File: src/rtl/usr_seq_pkg.sv
// Shared encodings and types for the universal-shift-register sequencer.
package usr_seq_pkg;

  localparam int USR_WIDTH = 4;
  localparam int USR_CNT_W = 3;

  // Op codes are chosen so that a shift op is also its own register select value.
  typedef enum logic [1:0] {
    OP_NOP  = 2'b00,
    OP_SHR  = 2'b01,
    OP_SHL  = 2'b10,
    OP_LOAD = 2'b11
  } op_e;

  typedef enum logic [1:0] {
    ST_IDLE = 2'b00,
    ST_EXEC = 2'b01,
    ST_DONE = 2'b10
  } state_e;

  localparam logic [1:0] SEL_HOLD = 2'b00;
  localparam logic [1:0] SEL_LOAD = 2'b11;

  typedef struct packed {
    op_e                  op;
    logic [USR_CNT_W-1:0] cnt;
    logic [USR_WIDTH-1:0] data;
  } cmd_t;

endpackage

File: src/rtl/usr_seq_cmdq.sv
// Two-entry command FIFO placed in front of the sequencer FSM.
module usr_seq_cmdq #(
  parameter int DW = 9
) (
  input  logic          clk,
  input  logic          rst,
  input  logic          push_valid,
  output logic          push_ready,
  input  logic [DW-1:0] push_data,
  input  logic          pop,
  output logic          pop_valid,
  output logic [DW-1:0] pop_data
);

  logic [1:0][DW-1:0] mem_q, mem_d;
  logic               wr_ptr_q, wr_ptr_d;
  logic               rd_ptr_q, rd_ptr_d;
  logic [1:0]         cnt_q, cnt_d;
  logic               push_fire, pop_fire;

  // A push on a full FIFO is refused even if a pop happens in the same cycle.
  assign push_ready = (cnt_q != 2'd2);
  assign pop_valid  = (cnt_q != 2'd0);
  assign pop_data   = mem_q[rd_ptr_q];
  assign push_fire  = push_valid & push_ready;
  assign pop_fire   = pop & pop_valid;

  always_comb begin
    mem_d    = mem_q;
    wr_ptr_d = wr_ptr_q;
    rd_ptr_d = rd_ptr_q;
    if (push_fire) begin
      mem_d[wr_ptr_q] = push_data;
      wr_ptr_d        = ~wr_ptr_q;
    end
    if (pop_fire) rd_ptr_d = ~rd_ptr_q;
    cnt_d = cnt_q + {1'b0, push_fire} - {1'b0, pop_fire};
  end

  always_ff @(posedge clk or posedge rst) begin
    if (rst) begin
      mem_q    <= '0;
      wr_ptr_q <= 1'b0;
      rd_ptr_q <= 1'b0;
      cnt_q    <= 2'd0;
    end else begin
      mem_q    <= mem_d;
      wr_ptr_q <= wr_ptr_d;
      rd_ptr_q <= rd_ptr_d;
      cnt_q    <= cnt_d;
    end
  end

endmodule

File: src/rtl/usr_seq_ctrl.sv
// Command sequencer driving a universal shift register (hold/right/left/load).
// Define USR_SEQ_CMDQ_EN to place a 2-entry command FIFO in front of the FSM.
module usr_seq_ctrl
  import usr_seq_pkg::*;
#(
  parameter int WIDTH = USR_WIDTH,
  parameter int CNT_W = USR_CNT_W
) (
  input  logic             clk,
  input  logic             rst,
  input  logic             cmd_valid,
  output logic             cmd_ready,
  input  logic [1:0]       cmd_op,
  input  logic [CNT_W-1:0] cmd_cnt,
  input  logic [WIDTH-1:0] cmd_data,
  output logic [1:0]       usr_select,
  output logic [WIDTH-1:0] usr_d_in,
  output logic             busy,
  output logic             done
);

  typedef struct packed {
    op_e              op;
    logic [CNT_W-1:0] cnt;
    logic [WIDTH-1:0] data;
  } cmd_w_t;

  state_e           state_q, state_d;
  op_e              op_q, op_d;
  logic [CNT_W-1:0] cnt_q, cnt_d;
  logic [1:0]       sel_q, sel_d;
  logic [WIDTH-1:0] din_q, din_d;
  logic             busy_q, busy_d;
  logic             done_q, done_d;

  cmd_w_t in_cmd, head;
  logic   head_valid, start;

  assign in_cmd = '{op: op_e'(cmd_op), cnt: cmd_cnt, data: cmd_data};
  assign start  = head_valid && (state_q == ST_IDLE);

`ifdef USR_SEQ_CMDQ_EN
  logic q_ready;

  usr_seq_cmdq #(.DW($bits(cmd_w_t))) u_cmdq (
    .clk        (clk),
    .rst        (rst),
    .push_valid (cmd_valid),
    .push_ready (q_ready),
    .push_data  (in_cmd),
    .pop        (start),
    .pop_valid  (head_valid),
    .pop_data   (head)
  );

  assign cmd_ready = q_ready & ~rst;
`else
  assign head       = in_cmd;
  assign head_valid = cmd_valid;
  assign cmd_ready  = (state_q == ST_IDLE) & ~rst;
`endif

  // LOAD reuses the shift down-counter with a count of one.
  always_comb begin
    state_d = state_q;
    op_d    = op_q;
    cnt_d   = cnt_q;
    sel_d   = SEL_HOLD;
    din_d   = din_q;
    done_d  = 1'b0;
    unique case (state_q)
      ST_IDLE: begin
        if (start) begin
          op_d = head.op;
          if (head.op == OP_LOAD) begin
            state_d = ST_EXEC;
            cnt_d   = CNT_W'(1);
            sel_d   = SEL_LOAD;
            din_d   = head.data;
          end else if (head.op == OP_NOP || head.cnt == '0) begin
            state_d = ST_DONE;
            cnt_d   = '0;
            done_d  = 1'b1;
          end else begin
            state_d = ST_EXEC;
            cnt_d   = head.cnt;
            sel_d   = head.op;
          end
        end
      end
      ST_EXEC: begin
        cnt_d = cnt_q - CNT_W'(1);
        if (cnt_q == CNT_W'(1)) begin
          state_d = ST_DONE;
          done_d  = 1'b1;
        end else begin
          sel_d = op_q;
        end
      end
      ST_DONE: state_d = ST_IDLE;
      default: state_d = ST_IDLE;
    endcase
    busy_d = (state_d != ST_IDLE);
  end

  always_ff @(posedge clk or posedge rst) begin
    if (rst) begin
      state_q <= ST_IDLE;
      op_q    <= OP_NOP;
      cnt_q   <= '0;
      sel_q   <= SEL_HOLD;
      din_q   <= '0;
      busy_q  <= 1'b0;
      done_q  <= 1'b0;
    end else begin
      state_q <= state_d;
      op_q    <= op_d;
      cnt_q   <= cnt_d;
      sel_q   <= sel_d;
      din_q   <= din_d;
      busy_q  <= busy_d;
      done_q  <= done_d;
    end
  end

  assign usr_select = sel_q;
  assign usr_d_in   = din_q;
  assign busy       = busy_q;
  assign done       = done_q;

endmodule
File: config.mk
export PLATFORM = sky130hd
export DESIGN_NAME = usr_seq_ctrl
export DESIGN_NICKNAME = d
export VERILOG_FILES = /design/src/rtl/usr_seq_pkg.sv /design/src/rtl/usr_seq_cmdq.sv /design/src/rtl/usr_seq_ctrl.sv
export SDC_FILE = /design/constraint.sdc
export NUM_CORES = 1
export LEC_CHECK = 0
export CAP_MARGIN = 5
export CORE_MARGIN = 2
export CORE_UTILIZATION = 28
export DETAILED_ROUTE_END_ITERATION = 8
export DONT_BUFFER_PORTS = 1
export GPL_TIMING_DRIVEN = 0
export PLACE_DENSITY = 0.43
export SYNTH_ARGS = -nofsm -noshare
export SYNTH_HDL_FRONTEND = slang
export SYNTH_HIERARCHICAL = 1
export SYNTH_SLANG_ARGS = --single-unit
File: constraint.sdc
create_clock -name clk -period 1.3 [get_ports clk]
set_input_delay 0.13 -clock clk [delete_from_list [all_inputs] [get_ports clk]]
set_output_delay 0.13 -clock clk [all_outputs]
set_load 0.1 [all_outputs]
* Word-level counts from Yosys, hierarchy flattened
Cells that the tools add are included.
Storage, ports and cells: bits in registers 15, input bits 12, output and inout port bits 9, word-level logic and storage cells 43
Operators by class: add/sub/neg operators 1, eq/ne operators 4, multiplexer cells 19, bitwise gates (word level) 2, reductions and logical operators 10
Operators by type and width (number):
- 2-bit 2-to-1 mux | 8
- 3-bit 2-to-1 mux | 3
- 2-bit one-hot mux with 2 select lines | 2
- 3-bit one-hot mux with 2 select lines | 1
- 2-bit logical NOT | 2
- 1-bit 2-to-1 mux | 4
- 2-bit AND reduction | 2
- 2-bit nonzero test | 2
- 3-bit by 1-bit equality test with 1-bit output, second input constant | 1
- 3-bit logical NOT | 1
- 3-bit AND reduction | 1
- 3-bit by 1-bit subtractor with 3-bit output, second input constant | 1
- 2-bit by 1-bit equality test with 1-bit output, second input constant | 1
- 2-bit equality test, second input constant | 1
- 2-bit inequality test, second input constant | 1
- 1-bit one-hot mux with 2 select lines | 1
- 1-bit bitwise AND | 1
- 1-bit logical AND | 1
- 1-bit logical OR | 1
- 1-bit NOT | 1

* Longest topological paths before layout
depth in word-level cells 7, gate-level depth with buffers 5, depth with buffers taken out 5

* Worst setup path before layout
Ideal clock, no wire load.
kind reg2out, start reg state_q[0], end out cmd_ready, data arrival time 2489 ps, data required time 1170 ps, slack -1319 ps, stages on the path, launching flop included 2, path buffers 0, cell sequence dfrtp_1 > nor3_1
On the way: cells in the longest elaborated chain, start to end 2
Ends and longest elaborated chain:
- from (decl) | RTL line usr_seq_ctrl.sv:28 | state_e state_q, state_d;
- from (signal assigned) | RTL line usr_seq_ctrl.sv:116 | state_q <= state_d;
- 2-bit logical NOT | RTL line usr_seq_ctrl.sv:60 | assign cmd_ready = (state_q == ST_IDLE) & ~rst;
- 1-bit bitwise AND | RTL line usr_seq_ctrl.sv:60
- to (decl) | RTL line usr_seq_ctrl.sv:12 | output logic cmd_ready,
Every way passes these cells.

* Worst setup path after layout
Ends and elaborated chain as after synthesis.

==> run summary <==
After synthesis the netlist holds a flip-flop and latch count of 15. After clock tree synthesis, the clock-pin slew on the worst setup and hold paths is 0.09 ns. The synthesized area per cell came out at 11.5 um2. The sequential cell area is 388 um2. The layout net count is 94. In the post-synthesis netlist, the biggest area contributors are sky130_fd_sc_hd__dfrtp_1, sky130_fd_sc_hd__mux2_1, sky130_fd_sc_hd__inv_1. The clock sink total came out at 15. The synthesized net count came out at 75. The buffer levels on the longest clock path came out at 2. The global-route wire length before repair came out at 2530 um. The number of antenna violations at the first check in global routing came to 0. The critical path is of the flop to primary output type. The die width is 54.2 um. The area fraction of the dominant cell type after synthesis came out at 53.3%. The total congestion overflow came out at 0.

The share of flip-flops with an asynchronous set or reset after synthesis is 100%. The number of global-route vias before repair is 556. The non-filler instance count after layout is 109.

The post-placement cell count came out at 91. Counting cells, the worst reg-to-reg path comes to 4. The area enclosed by the die boundary came out at 0.00293 mm2. The post-detailed-route via-to-cell ratio is 4.77. The total of buffers placed on input and output ports is 0. Once placement finished, the instance area stood at 753 um2.

The number of top-level pins is 21. STA classifies the critical path endpoint as a primary output. The TritonCTS clock tree is done. The relative slew slack is 34.5%. The worst path uses 128% of the clock period. The most used flip-flop cell after synthesis is sky130_fd_sc_hd__dfrtp_1. Counting instances, the worst hold path has a depth of 2. After layout, the minimum clock period comes to 1.67 ns.

The worst register-to-register path begins at state_q[1]. The worst hold path belongs to the class input pin to flop. The routed layout has 520 vias. Counting flops with a built-in enable in the synthesized netlist gives 0.

The sequential area share after synthesis came out at 53.3%. The startpoint identified for the worst hold timing path is cmd_cnt[1]. For this block, the initial DRC count from the detailed router was 6. Ranked by instance count, the synthesized netlist is headed by sky130_fd_sc_hd__dfrtp_1, sky130_fd_sc_hd__inv_1, sky130_fd_sc_hd__mux2_1, sky130_fd_sc_hd__nand2_1, sky130_fd_sc_hd__nor2_1. The final number of max-transition violations came out at 0. The worst-skew pair later-pin latency is 0.29 ns. The post-route cell area came out at 985 um2. The number of library cell types mapped by synthesis is 25. The clock skew after layout is 0.00982 ns.

The run finished, with violations left. For this run, design rule violations remaining after detail routing come to 0. For this run, the detailed router's first-pass iteration total came to 4. The arrival time of data at the critical path endpoint is 1.54 ns. Tracing the worst setup path back leads to its startpoint at state_q[0]. Summed over all instances, the cell type with the most area after synthesis is sky130_fd_sc_hd__dfrtp_1.

The cell type of the slowest stage on the worst timing path is sky130_fd_sc_hd__nor3_4. The utilization after layout came out at 40.5%. The count of standard-cell rows came out at 18. The largest net degree at the start of global routing is 16. The area occupied by multi-input gates is 362 um2. sky130_fd_sc_hd__dfrtp_1 is the most common cell in the netlist.

The required time at the endpoint of the critical path came out at 1.17 ns. Across every metal layer, demand over resource in global routing totals 12.5%. Across the run, the number of max-cap violations was 0.

The logic depth of the worst path, buffers included is 1. The fill cell total of the finished layout is 253. The cell class contributing the biggest share of worst-path delay is simple AND/OR/NAND/NOR gates. The proportion of layout cells with a drive suffix above 1 is 44.3%. The gate count of the mapped netlist is 61. The count of endpoints failing setup in the final report is 14. The wire length after detailed routing came out at 1490 um. The tree is rooted in a sky130_fd_sc_hd__clkbuf_4. The final RePlAce weighted congestion is 0.687. Detailed placement ended at an HPWL of 988 um. Setup repair after global routing could not meet its margin everywhere. The delay of the slowest cell on the worst path came out at 0.82 ns.

In this run the register-to-register setup slack is -0.17 ns. The largest fanout on the critical path came out at 2. At the pin with the least slew margin, the transition time is 0.979 ns. The antenna diode instance count is 0.

The final reports fail on negative setup slack. The buffering stage count on the worst path with inverters included came out at 0. The number of buffers created by CTS came out at 3. The upper clock frequency limit came out at 599 MHz.

The sort of element at the start of the critical path is a flop. In this run the number of H-tree levels came out at 1. The final worst slack is -0.369 ns. The die outline height is 54.2 um. The initial cell density of the core came out at 29.0%. In the final routed layout, each cell accounts on average for 13.7 um. The post-route antenna net violation count is 0.

The layout overhead on the synthesized area came out at 39.8%. Yosys printed 6 warnings. The final-report hold violation count came out at 0. The post-synthesis instance area is 704 um2. In this run the standard cell core region covers 0.00243 mm2. The signal on the critical path passes through nor3_4.
[final cells by class]
class | instances | share of cell area, %
multi-input cells | 37 | 36.7
plain buffers | 2 | 1.65
well taps | 30 | 3.81
clock buffers | 4 | 2.67
repair buffers | 14 | 13.1
inverters | 7 | 2.67
flip-flops and latches | 15 | 39.4
[flip-flops by register name, indices dropped and copies added, names as in the netlist]
signal and cells:
usr_select 2, usr_d_in 4, cnt_q 3, state_q 2, busy 1, done 1
op_q 2
[cell usage in the layout, fill, tap and decap left out]
cell and count:
sky130_fd_sc_hd__a21o_1 1, sky130_fd_sc_hd__a21oi_2 1, sky130_fd_sc_hd__buf_2 1, sky130_fd_sc_hd__buf_4 5, sky130_fd_sc_hd__buf_6 2, sky130_fd_sc_hd__clkbuf_1 1, sky130_fd_sc_hd__clkbuf_4 3, sky130_fd_sc_hd__dfrtp_1 5
sky130_fd_sc_hd__dfrtp_2 10, sky130_fd_sc_hd__dlygate4sd3_1 8, sky130_fd_sc_hd__ha_1 2, sky130_fd_sc_hd__inv_1 7, sky130_fd_sc_hd__maj3_1 1, sky130_fd_sc_hd__mux2_4 5, sky130_fd_sc_hd__nand2_1 3, sky130_fd_sc_hd__nand2b_1 2
sky130_fd_sc_hd__nand3_1 2, sky130_fd_sc_hd__nand3_4 1, sky130_fd_sc_hd__nand3b_1 1, sky130_fd_sc_hd__nor2_1 3, sky130_fd_sc_hd__nor3_1 1, sky130_fd_sc_hd__nor3_4 1, sky130_fd_sc_hd__nor3b_4 1, sky130_fd_sc_hd__nor4_2 2
sky130_fd_sc_hd__o211ai_1 1, sky130_fd_sc_hd__o21ai_1 2, sky130_fd_sc_hd__o221ai_1 1, sky130_fd_sc_hd__o2bb2ai_1 1, sky130_fd_sc_hd__o2bb2ai_2 1, sky130_fd_sc_hd__o32ai_2 2, sky130_fd_sc_hd__xnor2_1 1, sky130_fd_sc_hd__xor2_1 1
[path summary, 6_finish.rpt]
check                                endpoint
worst max register to register    usr_d_in[0]
worst min register to register  usr_select[0]
worst max-delay path                cmd_ready
min in group asynchronous            cnt_q[1]
max in group asynchronous       usr_select[1]
worst min-delay path            usr_select[0]
[cell families (layout without fill, tap and decap cells)]
family | Yosys count | count (layout) | share of synthesized area (%)
xor gates and xnor gates | 2 | 2 | 2.49
buffers and inverters | 9 | 27 | 5.15
AOI/OAI and AO/OA | 10 | 10 | 10.5
adders and majority gates | 3 | 3 | 4.97
and+or+nand+nor | 17 | 17 | 15.6
DFF | 15 | 15 | 53.3
muxes | 5 | 5 | 7.99
[routing by layer]
metal | up-vias | share of wire, % | track usage (%)
li1 | 249 | - | -
met1 | 256 | 43 | 13.8
met2 | 13 | 50 | 21.3
met3 | 2 | 6.2 | 5.56
met4 | 0 | 0.60 | 3.75
met5 | - | 0 | 0
[through the flow]
stage	setup slack (ns)	setup TNS (ns)	hold WS, ns
after global routing	-0.415	-2.62	0.00886
after global placement	-0.122	-0.351	0.119
after floorplan	-0.0582	-0.0582	0.0315
after CTS	-0.377	-1.38	0.0202
final	-0.369	-1.71	0.0207
after detailed placement	-0.109	-0.336	0.123
[timing repair]
action | in CTS | in global routing
gates resized for setup | 18 | 7
setup buffers | 4 | 2
pin swaps | 3 | 2
setup endpoints to repair | 14 | 15
endpoints found under the hold margin | 23 | 0
hold buffers | 8 | 0
Power is left out: the tool's default activity adds up to more than one toggle a clock period on the data nets, which glitch-free logic cannot reach.
